`config.mk`:
```
export PLATFORM = sky130hd
export DESIGN_NAME = store_align_unit_flat
export DESIGN_NICKNAME = d
export VERILOG_FILES = /design/src/rtl/store_align_unit_if.sv /design/src/rtl/store_align_unit.sv /design/src/flat_wrapper.sv
export SDC_FILE = /design/constraint.sdc
export NUM_CORES = 1
export LEC_CHECK = 0
export CAP_MARGIN = 20
export CORE_MARGIN = 5
export CORE_UTILIZATION = 50
export DETAILED_ROUTE_END_ITERATION = 8
export PLACE_DENSITY = 0.81
export SYNTH_ARGS = -nofsm -noshare
export SYNTH_HDL_FRONTEND = slang
export SYNTH_SLANG_ARGS = --single-unit
```
`constraint.sdc`:
```
create_clock -name clk -period 2.37 [get_ports clk]
set_input_delay 0.474 -clock clk [delete_from_list [all_inputs] [get_ports clk]]
set_output_delay 0.474 -clock clk [all_outputs]
set_load 0.005 [all_outputs]
```
`src/rtl/store_align_unit_if.sv`:
```
// Store request / data-memory write bundle for store_align_unit.
// The unit uses the slave modport; the requester/memory side uses master.
interface store_align_unit_if #(
    parameter int ADDR_W = 32,
    parameter int DATA_W = 32
);
    logic              req_valid;
    logic              req_ready;
    logic [ADDR_W-1:0] req_addr;
    logic [DATA_W-1:0] req_data;
    logic [1:0]        req_size;
    logic              mem_valid;
    logic              mem_ready;
    logic [ADDR_W-1:0] mem_addr;
    logic [DATA_W-1:0] mem_wdata;
    logic [3:0]        mem_we;
    logic              done;
    logic              size_err;
    logic              misalign_fault;

    modport slave (
        input  req_valid, req_addr, req_data, req_size, mem_ready,
        output req_ready, mem_valid, mem_addr, mem_wdata, mem_we,
               done, size_err, misalign_fault
    );

    modport master (
        output req_valid, req_addr, req_data, req_size, mem_ready,
        input  req_ready, mem_valid, mem_addr, mem_wdata, mem_we,
               done, size_err, misalign_fault
    );
endinterface

```
`src/rtl/store_align_unit.sv`:
```
// Store aligner: byte-lane shifts store data, builds byte enables and splits word-crossing stores.
// Optional macro STORE_MISALIGN_TRAP_EN: boundary-crossing stores retire with misalign_fault instead of splitting.
module store_align_unit #(
    parameter int ADDR_W = 32,
    parameter int DATA_W = 32
) (
    input  logic                clk,
    input  logic                rst_n,
    store_align_unit_if.slave   sif
);

`ifdef STORE_MISALIGN_TRAP_EN
    localparam logic TRAP_EN = 1'b1;
`else
    localparam logic TRAP_EN = 1'b0;
`endif

    typedef enum logic [1:0] {
        ST_IDLE  = 2'd0,
        ST_BEAT0 = 2'd1,
        ST_BEAT1 = 2'd2,
        ST_DONE  = 2'd3
    } state_t;

    function automatic logic [3:0] base_mask(input logic [1:0] size);
        logic [3:0] m;
        case (size)
            2'b00:   m = 4'b1111;
            2'b01:   m = 4'b0011;
            2'b10:   m = 4'b0001;
            default: m = 4'b0000;
        endcase
        return m;
    endfunction

    function automatic logic [DATA_W-1:0] keep_bytes(input logic [DATA_W-1:0] data,
                                                     input logic [3:0]        bm);
        return data & {{8{bm[3]}}, {8{bm[2]}}, {8{bm[1]}}, {8{bm[0]}}};
    endfunction

    state_t              state_r, state_s;
    logic [ADDR_W-1:0]   hi_addr_r, hi_addr_s;
    logic [DATA_W-1:0]   hi_data_r, hi_data_s;
    logic [3:0]          hi_mask_r, hi_mask_s;
    logic                req_ready_r, req_ready_s;
    logic                mem_valid_r, mem_valid_s;
    logic [ADDR_W-1:0]   mem_addr_r, mem_addr_s;
    logic [DATA_W-1:0]   mem_wdata_r, mem_wdata_s;
    logic [3:0]          mem_we_r, mem_we_s;
    logic                done_r, done_s;
    logic                size_err_r, size_err_s;
    logic                fault_r, fault_s;

    logic [1:0]          off_s;
    logic [3:0]          bm_s;
    logic [7:0]          m8_s;
    logic [2*DATA_W-1:0] d64_s;
    logic [ADDR_W-1:0]   word_addr_s;
    logic                cross_s;

    // Lane arithmetic on the incoming request, used only at the accept edge
    always_comb begin
        off_s       = sif.req_addr[1:0];
        bm_s        = base_mask(sif.req_size);
        m8_s        = {4'b0000, bm_s} << off_s;
        d64_s       = {{DATA_W{1'b0}}, keep_bytes(sif.req_data, bm_s)} << {off_s, 3'b000};
        word_addr_s = {sif.req_addr[ADDR_W-1:2], 2'b00};
        cross_s     = (m8_s[7:4] != 4'b0000);
    end

    // Next-state and next-output logic; every output is registered from these values
    always_comb begin
        state_s     = state_r;
        hi_addr_s   = hi_addr_r;
        hi_data_s   = hi_data_r;
        hi_mask_s   = hi_mask_r;
        req_ready_s = req_ready_r;
        mem_valid_s = mem_valid_r;
        mem_addr_s  = mem_addr_r;
        mem_wdata_s = mem_wdata_r;
        mem_we_s    = mem_we_r;
        done_s      = 1'b0;
        size_err_s  = 1'b0;
        fault_s     = 1'b0;
        case (state_r)
            ST_IDLE: begin
                if (sif.req_valid && req_ready_r) begin
                    req_ready_s = 1'b0;
                    hi_addr_s   = word_addr_s + ADDR_W'(32'd4);
                    hi_data_s   = d64_s[2*DATA_W-1:DATA_W];
                    hi_mask_s   = m8_s[7:4];
                    if (sif.req_size == 2'b11) begin
                        state_s    = ST_DONE;
                        done_s     = 1'b1;
                        size_err_s = 1'b1;
                    end else if (TRAP_EN && cross_s) begin
                        state_s = ST_DONE;
                        done_s  = 1'b1;
                        fault_s = 1'b1;
                    end else begin
                        state_s     = ST_BEAT0;
                        mem_valid_s = 1'b1;
                        mem_addr_s  = word_addr_s;
                        mem_wdata_s = d64_s[DATA_W-1:0];
                        mem_we_s    = m8_s[3:0];
                    end
                end else begin
                    state_s = ST_IDLE;
                end
            end
            ST_BEAT0: begin
                if (sif.mem_ready) begin
                    if (hi_mask_r != 4'b0000) begin
                        state_s     = ST_BEAT1;
                        mem_addr_s  = hi_addr_r;
                        mem_wdata_s = hi_data_r;
                        mem_we_s    = hi_mask_r;
                    end else begin
                        state_s     = ST_DONE;
                        mem_valid_s = 1'b0;
                        mem_addr_s  = {ADDR_W{1'b0}};
                        mem_wdata_s = {DATA_W{1'b0}};
                        mem_we_s    = 4'b0000;
                        done_s      = 1'b1;
                    end
                end else begin
                    state_s = ST_BEAT0;
                end
            end
            ST_BEAT1: begin
                if (sif.mem_ready) begin
                    state_s     = ST_DONE;
                    mem_valid_s = 1'b0;
                    mem_addr_s  = {ADDR_W{1'b0}};
                    mem_wdata_s = {DATA_W{1'b0}};
                    mem_we_s    = 4'b0000;
                    done_s      = 1'b1;
                end else begin
                    state_s = ST_BEAT1;
                end
            end
            ST_DONE: begin
                state_s     = ST_IDLE;
                req_ready_s = 1'b1;
            end
            default: begin
                state_s     = ST_IDLE;
                req_ready_s = 1'b1;
                mem_valid_s = 1'b0;
                mem_addr_s  = {ADDR_W{1'b0}};
                mem_wdata_s = {DATA_W{1'b0}};
                mem_we_s    = 4'b0000;
            end
        endcase
    end

    // State and output registers; reset abandons any request in flight
    always_ff @(posedge clk or negedge rst_n) begin
        if (!rst_n) begin
            state_r     <= ST_IDLE;
            hi_addr_r   <= {ADDR_W{1'b0}};
            hi_data_r   <= {DATA_W{1'b0}};
            hi_mask_r   <= 4'b0000;
            req_ready_r <= 1'b1;
            mem_valid_r <= 1'b0;
            mem_addr_r  <= {ADDR_W{1'b0}};
            mem_wdata_r <= {DATA_W{1'b0}};
            mem_we_r    <= 4'b0000;
            done_r      <= 1'b0;
            size_err_r  <= 1'b0;
            fault_r     <= 1'b0;
        end else begin
            state_r     <= state_s;
            hi_addr_r   <= hi_addr_s;
            hi_data_r   <= hi_data_s;
            hi_mask_r   <= hi_mask_s;
            req_ready_r <= req_ready_s;
            mem_valid_r <= mem_valid_s;
            mem_addr_r  <= mem_addr_s;
            mem_wdata_r <= mem_wdata_s;
            mem_we_r    <= mem_we_s;
            done_r      <= done_s;
            size_err_r  <= size_err_s;
            fault_r     <= fault_s;
        end
    end

    assign sif.req_ready      = req_ready_r;
    assign sif.mem_valid      = mem_valid_r;
    assign sif.mem_addr       = mem_addr_r;
    assign sif.mem_wdata      = mem_wdata_r;
    assign sif.mem_we         = mem_we_r;
    assign sif.done           = done_r;
    assign sif.size_err       = size_err_r;
    assign sif.misalign_fault = fault_r;

endmodule

```
`src/flat_wrapper.sv`:
```
// flat-port wrapper written by rule: the top's interface ports become plain ports
module store_align_unit_flat 
#(
    parameter int ADDR_W = 32,
    parameter int DATA_W = 32
)
  (clk, rst_n, sif_req_valid, sif_req_addr, sif_req_data, sif_req_size, sif_mem_ready, sif_req_ready, sif_mem_valid, sif_mem_addr, sif_mem_wdata, sif_mem_we, sif_done, sif_size_err, sif_misalign_fault);
  store_align_unit_if #(.ADDR_W(ADDR_W), .DATA_W(DATA_W)) sif_i ();
  input  logic clk;
  input  logic rst_n;
  input wire logic [$bits(sif_i.req_valid)-1:0] sif_req_valid;
  input wire logic [$bits(sif_i.req_addr)-1:0] sif_req_addr;
  input wire logic [$bits(sif_i.req_data)-1:0] sif_req_data;
  input wire logic [$bits(sif_i.req_size)-1:0] sif_req_size;
  input wire logic [$bits(sif_i.mem_ready)-1:0] sif_mem_ready;
  output wire logic [$bits(sif_i.req_ready)-1:0] sif_req_ready;
  output wire logic [$bits(sif_i.mem_valid)-1:0] sif_mem_valid;
  output wire logic [$bits(sif_i.mem_addr)-1:0] sif_mem_addr;
  output wire logic [$bits(sif_i.mem_wdata)-1:0] sif_mem_wdata;
  output wire logic [$bits(sif_i.mem_we)-1:0] sif_mem_we;
  output wire logic [$bits(sif_i.done)-1:0] sif_done;
  output wire logic [$bits(sif_i.size_err)-1:0] sif_size_err;
  output wire logic [$bits(sif_i.misalign_fault)-1:0] sif_misalign_fault;
  assign sif_i.req_valid = sif_req_valid;
  assign sif_i.req_addr = sif_req_addr;
  assign sif_i.req_data = sif_req_data;
  assign sif_i.req_size = sif_req_size;
  assign sif_i.mem_ready = sif_mem_ready;
  assign sif_req_ready = sif_i.req_ready;
  assign sif_mem_valid = sif_i.mem_valid;
  assign sif_mem_addr = sif_i.mem_addr;
  assign sif_mem_wdata = sif_i.mem_wdata;
  assign sif_mem_we = sif_i.mem_we;
  assign sif_done = sif_i.done;
  assign sif_size_err = sif_i.size_err;
  assign sif_misalign_fault = sif_i.misalign_fault;
  store_align_unit #(.ADDR_W(ADDR_W), .DATA_W(DATA_W)) u_core (.clk(clk), .rst_n(rst_n), .sif(sif_i));
endmodule
```
Word-level counts from Yosys, hierarchy flattened
Cells that the tools add are included.
- input bits: 70
- bits in registers: 142
- logic and storage cells: 75
- equal/unequal tests: 11
- shifts and indexed selects: 2
- bitwise gates (word level): 1
- reduce and logical (&&, ||, !) cells: 10
- add/sub/neg operators: 1
- mux-type cells: 39
- operator list (cell ; number):
    $mux W32 ; 9
    $pmux W32 S3 ; 2
    $shl A32 B5 Y64 ; 1
    $add A32 B3 Y32 const B ; 1
    $and A32 B32 Y32 ; 1
    $pmux W4 S3 ; 2
    $mux W4 ; 5
    $mux W1 ; 14
    $eq A2 B2 Y1 const B ; 4
    $ne A2 B2 Y1 const B ; 4
    $pmux W2 S4 ; 1
    $shl A4 B2 Y8 ; 1
    $mux W2 ; 3
    $pmux W1 S3 ; 2
    $reduce_and A6 Y1 ; 1
    $reduce_and A5 Y1 ; 1
    $eq A2 B1 Y1 const B ; 2
    $logic_not A2 Y1 ; 2
    $reduce_and A2 Y1 ; 2
    $reduce_bool A4 Y1 ; 1
    $reduce_bool A3 Y1 ; 1
    $ne A2 B1 Y1 const B ; 1
    $pmux W1 S2 ; 1
    $reduce_bool A2 Y1 ; 1
    $logic_and A1 B1 Y1 ; 1

Longest topological paths before layout
Gate-level depths: netlist of the first run.
- word-level depth: 7
- mapped depth: 10

Worst setup path after synthesis of the first run
OpenSTA, ideal clock, no wires.
- path type: flip-flop to flip-flop
- start: register u_core.state_r[1]
- end: register u_core.mem_addr_r[10], in the netlist u_core.sif.mem_addr[10]
- cell stages (with the launch flop): 10
- clock period less this slack: 1.849 ns
- setup slack: 0.521 ns
- arrival: 1.723 ns
- setup time: 0.126 ns
- required time: 2.244 ns
- path through: dfrtp_1 inv_1 ha_1 buf_2 nor2_1 o211ai_1 buf_4 clkbuf_1 nor3b_1 a221o_1
- cells in the longest elaborated chain, start to end: 3
- elaborated cells on any way between the ends: 10
- those cells by class: eq/ne (6); mux (1); reduce/logical (3)
- ends and longest elaborated chain (what ; RTL line ; text):
    start, declared ; store_align_unit.sv:41 ; state_t state_r, state_s;
    start signal, assigned ; store_align_unit.sv:173 ; state_r <= state_s;
    $eq A2 B2 Y1, or another cell as far along ; store_align_unit.sv:85 ; case (state_r)
    $ne A2 B2 Y1 (no source line), or another cell as far along ; - ;
    $reduce_and A5 Y1 (no source line) ; - ;
    end signal, assigned ; store_align_unit.sv:166 ; mem_addr_r <= {ADDR_W{1'b0}};
    end signal, assigned ; store_align_unit.sv:179 ; mem_addr_r <= mem_addr_s;
    end, declared ; store_align_unit.sv:47 ; logic [ADDR_W-1:0] mem_addr_r, mem_addr_s;
Parallel ways exist; a longest one is shown, timed or not.
A chain may end at the register's enable or synchronous reset.

Worst setup path after layout of the first run
- start: register u_core.state_r[0]
- end: register u_core.hi_data_r[2]
- cells in the longest elaborated chain, start to end: 2
- ends and longest elaborated chain (what ; RTL line ; text):
    $logic_not A2 Y1 ; store_align_unit.sv:85 ;
    $reduce_and A2 Y1 (no source line) ; - ;
    end signal, assigned ; store_align_unit.sv:162 ; hi_data_r <= {DATA_W{1'b0}};
    end signal, assigned ; store_align_unit.sv:175 ; hi_data_r <= hi_data_s;
    end, declared ; store_align_unit.sv:43 ; logic [DATA_W-1:0] hi_data_r, hi_data_s;
Every way passes these cells.

==> results of run 1 <==
[worst paths after layout]
path,start,endpoint,slack [ps]
setup / recovery,u_core.state_r[0],u_core.hi_data_r[2],90
hold reg to reg,u_core.hi_data_r[2],u_core.hi_data_r[2],480
min in group clk,u_core.hi_data_r[2],u_core.hi_data_r[2],480
hold / removal,rst_n,u_core.hi_addr_r[6],60
max in group asynchronous,rst_n,u_core.sif.mem_valid,1620
setup reg to reg,u_core.state_r[0],u_core.hi_data_r[2],90
[layout make-up]
type,instances,share of cell area (%)
Clock buffer,22,5.389
Clock inverter,10,1.777
Inverter,14,0.5972
Multi-Input combinational cell,436,33.21
Sequential cell,129,36.70
Tap cell,172,2.446
Timing Repair Buffer,177,19.88
[cells in the mapped netlist, drive strengths merged, types with 2 or more instances]
master / n
inv: 14
nor2: 40
xor2: 8
o21ai: 49
nor4: 10
a32o: 4
nor3b: 27
a22oi: 16
o31ai: 2
and3: 4
a32oi: 4
nand2: 94
buf: 21
nand4: 10
clkbuf: 33
a221o: 46
o41ai: 5
mux2i: 9
and2: 2
nor3: 14
xnor2: 20
nand3: 11
a222oi: 8
and4: 4
a21oi: 9
a22o: 19
dfrtp: 128
ha: 6
[metal layers]
layer / part of all wire [%] / vias up
met2: 49 / 302
met4: 2.6 / 0
met3: 8.2 / 50
met5: 0 / -
li1: - / 2618
met1: 40 / 2978
[stage by stage]
stage / util [%] / setup WS [ps]
final: 69.45 / 90.65
after global routing: 69.45 / 13.95
after CTS: 69.45 / 186.8
after detailed placement: 64.47 / -151.5
after global placement: 64.31 / -271.4
after floorplan: - / 520.9
[registers in the layout (all words and copies together) (netlist names)]
name	count
u_core.sif.mem_wdata	32
u_core.hi_addr_r	30
u_core.sif.mem_addr	30
u_core.hi_data_r	24
u_core.sif.mem_we	4
u_core.hi_mask_r	3
u_core.state_r	2
u_core.sif.done	1
u_core.sif.mem_valid	1
u_core.sif.req_ready	1
u_core.sif.size_err	1
[report_power, final]
part	internal (W)	switching [W]
Clock	0.00184	0.000949
Sequential	0.00296	0.000494
Combinational	0.00173	0.00143
Total	0.00653	0.00287
[placed cells by master (no fill, tap or decap), drive strengths merged, types with 16 or more instances in the layout]
cell,Yosys,final
nor2,40,40
a22oi,16,16
a221o,46,46
nor3b,27,27
dfrtp,128,128
xnor2,20,20
o21ai,49,49
a22o,19,19
clkbuf,33,22
buf,21,39
clkdlybuf4s50,0,138
nand2,94,94
[critical path, cell delays in order (launching register included)]
cell,delay (ps)
dfrtp_1,410
inv_1,120
ha_1,230
nand3_2,160
nor4b_2,930
a22oi_1,250
nand2_1,120
[logic make-up after synthesis]
family                     synth area share, %
and+or+nand+nor                          17.92
muxes                                    1.566
AOI/OAI and AO/OA                        20.31
buffers and inverters                    5.160
DFF                                      49.88
adders and majority gates                1.314
other                                  0.05793
xor gates and xnor gates                 3.788
==> flow_metrics.py, run 1 <==
metrics = {
    "power": {
        "vdd_drop_max_v": 0.0005660,
        "powerDensity_mw_per_mm2": 1068,
        "finalPower_w": 0.009402,
        "p_leak_nw": 3.710,
    },
    "clock_network": {
        "cts.clk_slew.worst_paths_ps": 60,
        "htreeDepth": 4,
        "cts_tree": "done",
        "numCtsBuffers": 17,
        "cts_setup_buffers": 0,
        "cts_hold_buf": 0,
        "cts_buffer_depth": 2,
        "clock-sinks": 129,
        "cts-root-buf": "clkbuf_16",
        "clock_latency_ps": 410,
        "cts_resized": 0,
    },
    "yosys": {
        "synth_top_area_share_pct": 49.48,
        "ys.flop_type": "dfrtp_1",
        "seq_area_frac_synth_pct": 49.88,
        "syn-mean-instance-area_sq_um": 10.26,
        "syn_inst": 631,
        "ys_ff_latch": 129,
        "async_reset_ff_share_pct": 100.0,
        "synth.yosys.warnings": 0,
        "synth.area.top_cells": "dfrtp_1 (49%), a221o_1 (7.1%), nand2_1 (5.5%), nor3b_1 (3.1%), xnor2_1 (2.7%)",
        "synth_edf_count": 0,
        "synth_cell_type_count": 53,
        "synth_top_area_cell": "dfrtp_1",
        "syn_area_sq_mm": 0.006474,
    },
    "sta": {
        "rsz0062_at_grt": "no",
        "fin_tns_setup_ps": 0,
        "drv_slew": 0,
        "hold_viol": 0,
        "slew_headroom_pct": 26.27,
        "finalSetupViolCount": 0,
        "whs_ps": 56.08,
        "fmax_mhz": 438.7,
        "worst_pin_slew_ps": 1103,
        "min_period_ps": 2279,
        "period_share_pct": 96.17,
        "worst_clock_skew_ps": 5.817,
    },
    "finish": {
        "finalInstanceArea_sq_mm": 0.008800,
        "multi_input_area_sq_mm": 0.002923,
        "drive_gt1_share_pct": 11.55,
        "antenna_cells": 0,
        "final_nets": 851,
        "n_fill_cell": 901,
        "regArea_sq_mm": 0.003229,
        "area_growth_pct": 35.93,
        "stdcell_count": 960,
    },
    "floorplanning": {
        "fp.dieH_microns": 123.8,
        "start_util_pct": 51.09,
        "die_area_sq_mm": 0.01532,
        "die_w_microns": 123.8,
        "core-area_sq_mm": 0.01267,
        "num_rows": 41,
        "boundaryPins": 143,
    },
    "routing": {
        "drt_iter0_drc": 758,
        "wire_per_inst_microns": 20.36,
        "vias": 5948,
        "first_pass_iters": 8,
        "routed_via_density": 6.196,
        "ant_nets": 0,
        "drc": 0,
        "routed_wl_microns": 19550,
    },
    "critical_path": {
        "required_ps": 2720,
        "critPathKind": "reg -> reg",
        "crit_path_max_fanout": 8,
        "end_kind": "flip-flop",
        "cp.arrival_ps": 2630,
        "r2r_cells": 6,
        "startpoint_type": "flip-flop",
    },
    "global_route": {
        "use_met3_pct": 6.131,
        "antenna_found_initial": 0,
        "globalRouteMet2Util_pct": 42.35,
        "grt_max_degree": 89,
        "grt_pass1_wl_microns": 31290,
        "grt_pass1_vias": 6142,
        "busiest_layer": "met2",
        "grt_overflow": 0,
        "grtUsageTotal_pct": 26.34,
        "use_met1_pct": 34.28,
    },
    "place": {
        "dp.cells": 928,
        "dp_hpwl_microns": 13210,
        "place_area_sq_mm": 0.008169,
        "io_buffers": 139,
        "gp_congestion": 0.8758,
    },
    "min_path": {
        "hold_class": "in -> async",
    },
    "run_status": {
        "status": "finished, final reports clean",
    },
    "run": {
        "timing.max_cap.violations": 0,
    },
}
(Power assumes the default switching activity.)
==> run 2: changes to the inputs <==
--- a/config.mk
+++ b/config.mk
@@ -5,11 +5,12 @@
 export SDC_FILE = /design/constraint.sdc
 export NUM_CORES = 1
 export LEC_CHECK = 0
-export CAP_MARGIN = 20
 export CORE_MARGIN = 5
 export CORE_UTILIZATION = 50
+export CTS_CLUSTER_DIAMETER = 200
 export DETAILED_ROUTE_END_ITERATION = 8
 export PLACE_DENSITY = 0.81
+export SKIP_CTS_REPAIR_TIMING = 1
 export SYNTH_ARGS = -nofsm -noshare
 export SYNTH_HDL_FRONTEND = slang
 export SYNTH_SLANG_ARGS = --single-unit
==> run 2 against run 1 <==
Net effect: worst setup slack improved by 63 ps; clock-buffer cell count fell by 2; first-iteration DRC count decreased by 9.1%; largest power group unchanged; register-to-register slack better by 60 ps.
==> flow_metrics.py, run 2 (synthesis gave the netlist of run 1 again) <==
metrics = {
    "clock_network": {
        "cts_tree": "done",
        "clock-sinks": 129,
        "htreeDepth": 4,
        "numCtsBuffers": 17,
        "clock_latency_ps": 410,
        "cts.clk_slew.worst_paths_ps": 60,
        "cts-root-buf": "clkbuf_16",
        "cts_buffer_depth": 2,
    },
    "finish": {
        "largest_register_ffs": 32,
        "final_common_cell": "clkdlybuf4s50_1",
        "drive_gt1_share_pct": 11.77,
        "area_growth_pct": 35.64,
        "antenna_cells": 0,
        "final_nets": 853,
        "finalInstanceArea_sq_mm": 0.008781,
        "fin_util_pct": 69.30,
        "layout_common_cells": "clkdlybuf4s50_1 (138), dfrtp_1 (128), nand2_1 (94)",
    },
    "routing": {
        "wire_per_inst_microns": 20.80,
        "ant_nets": 0,
        "routed_wl_microns": 20010,
        "first_pass_iters": 5,
        "routed_via_density": 6.278,
        "drc": 0,
        "vias": 6039,
        "drt_iter0_drc": 689,
    },
    "critical_path": {
        "crit_end": "u_core.hi_data_r[2]",
        "startpoint_type": "flip-flop",
        "critPathKind": "reg -> reg",
        "r2r_cells": 6,
        "rrSetupSlack_ps": 150,
        "end_kind": "flip-flop",
        "required_ps": 2720,
        "crit_path_max_fanout": 8,
        "reg2reg_from": "u_core.state_r[0]",
        "cp.arrival_ps": 2570,
        "r2r-end": "u_core.hi_data_r[2]",
        "startpoint": "u_core.state_r[0]",
    },
    "sta": {
        "worst_clock_skew_ps": 8.102,
        "min_period_ps": 2217,
        "whs_ps": 54.75,
        "finalSetupViolCount": 0,
        "drv_slew": 0,
        "rsz0062_at_grt": "no",
        "hold_viol": 0,
        "fin_tns_setup_ps": 0,
        "worst_pin_slew_ps": 984.6,
        "period_share_pct": 93.54,
        "fmax_mhz": 451.1,
        "slew_headroom_pct": 34.19,
    },
    "place": {
        "place_area_sq_mm": 0.008149,
        "gp_congestion": 0.8758,
        "dp_hpwl_microns": 13140,
        "io_buffers": 139,
    },
    "global_route": {
        "grt_overflow": 0,
        "antenna_found_initial": 0,
        "grt_pass1_vias": 6082,
        "grt_pass1_wl_microns": 30820,
        "grtUsageTotal_pct": 25.89,
        "grt_max_degree": 89,
    },
    "power": {
        "finalPower_w": 0.009320,
        "vdd_drop_max_v": 0.0006630,
        "powerDensity_mw_per_mm2": 1061,
        "p_int_w": 0.006397,
        "switching_share_pct": 31.37,
        "power_frac_clock_pct": 28.8,
        "power_switching_w": 0.002923,
        "comb_power_share_pct": 34.3,
        "p_leak_nw": 3.691,
        "power_frac_seq_pct": 36.9,
    },
    "floorplanning": {
        "core-area_sq_mm": 0.01267,
        "start_util_pct": 51.09,
        "die_w_microns": 123.8,
        "boundaryPins": 143,
        "fp.dieH_microns": 123.8,
        "num_rows": 41,
        "die_area_sq_mm": 0.01532,
    },
    "run_status": {
        "status": "finished, final reports clean",
    },
    "run": {
        "timing.max_cap.violations": 0,
    },
    "min_path": {
        "hold_class": "in -> async",
    },
}
[run 2: cell count changes in the layout (fill, tap and decap cells not counted), sizes merged]
cell / change
buf: +1
bufinv: -1
clkbuf: -2
clkinv: +1
clkinvlp: +1
inv: +1
nor2: +1
[run 2: through the flow]
stage               worst slack (ps)  std cells
floorplan                      520.9        633
global placement              -271.4        927
detailed placement            -382.5        927
CTS                           -74.32        959
global route                   47.24        962
finish                         153.2        962
[run 2: per-layer routing]
metal	GRT usage (%)	vias up	share of wire [%]
met5	0	-	0
li1	-	2634	-
met3	6.222	59	8.1
met2	41.94	351	49
met4	10.52	0	2.6
met1	33.50	2995	40
[run 2: how the worst min path moves through the flow]
stage,endpoint,startpoint,depth (start not counted)
floorplan,u_core.hi_addr_r[10],rst_n,0
global placement,u_core.hi_data_r[2],u_core.hi_data_r[2],2
detailed placement,u_core.hi_data_r[2],u_core.hi_data_r[2],2
CTS,u_core.hi_addr_r[8],rst_n,1
global route,u_core.hi_addr_r[6],rst_n,1
finish,u_core.hi_addr_r[8],rst_n,1
[run 2: final cells by class]
| cell class | instances | area [sq um] |
|---|---|---|
| clock buffer | 20 | 446.7 |
| clock inverter | 12 | 158.9 |
| fill | 938 | 3890 |
| inverter | 14 | 52.55 |
| multi-input combinational | 437 | 2934 |
| sequential | 129 | 3229 |
| tap | 172 | 215.2 |
| timing repair buffer | 178 | 1744 |
[run 2: power groups by stage]
stage / sequential (W) / combinational [W] / clock [W]
4_1_cts: 0.00343 / 0.00317 / 0.00270
3_3_place_gp: 0.00343 / 0.00301 / 0
5_1_grt: 0.00352 / 0.00348 / 0.00279
2_1_floorplan: 0.00336 / 0.00156 / 0
3_5_place_dp: 0.00344 / 0.00315 / 0
6_report: 0.00344 / 0.00319 / 0.00268
[run 2: critical path, stage by stage, from the launching register on]
cell,delay (ps)
dfrtp_1,410
inv_1,120
ha_1,240
nand3_2,160
nor4b_2,840
a22oi_1,260
nand2_1,120
==> run 3: changes to the inputs <==
--- a/config.mk
+++ b/config.mk
@@ -8,6 +8,7 @@
 export CORE_MARGIN = 5
 export CORE_UTILIZATION = 50
 export CTS_CLUSTER_DIAMETER = 200
+export CTS_CLUSTER_SIZE = 30
 export DETAILED_ROUTE_END_ITERATION = 8
 export PLACE_DENSITY = 0.81
 export SKIP_CTS_REPAIR_TIMING = 1
==> results of run 3 <==
Same layout as run 2: the final DEF is identical, and so are final timing and power.
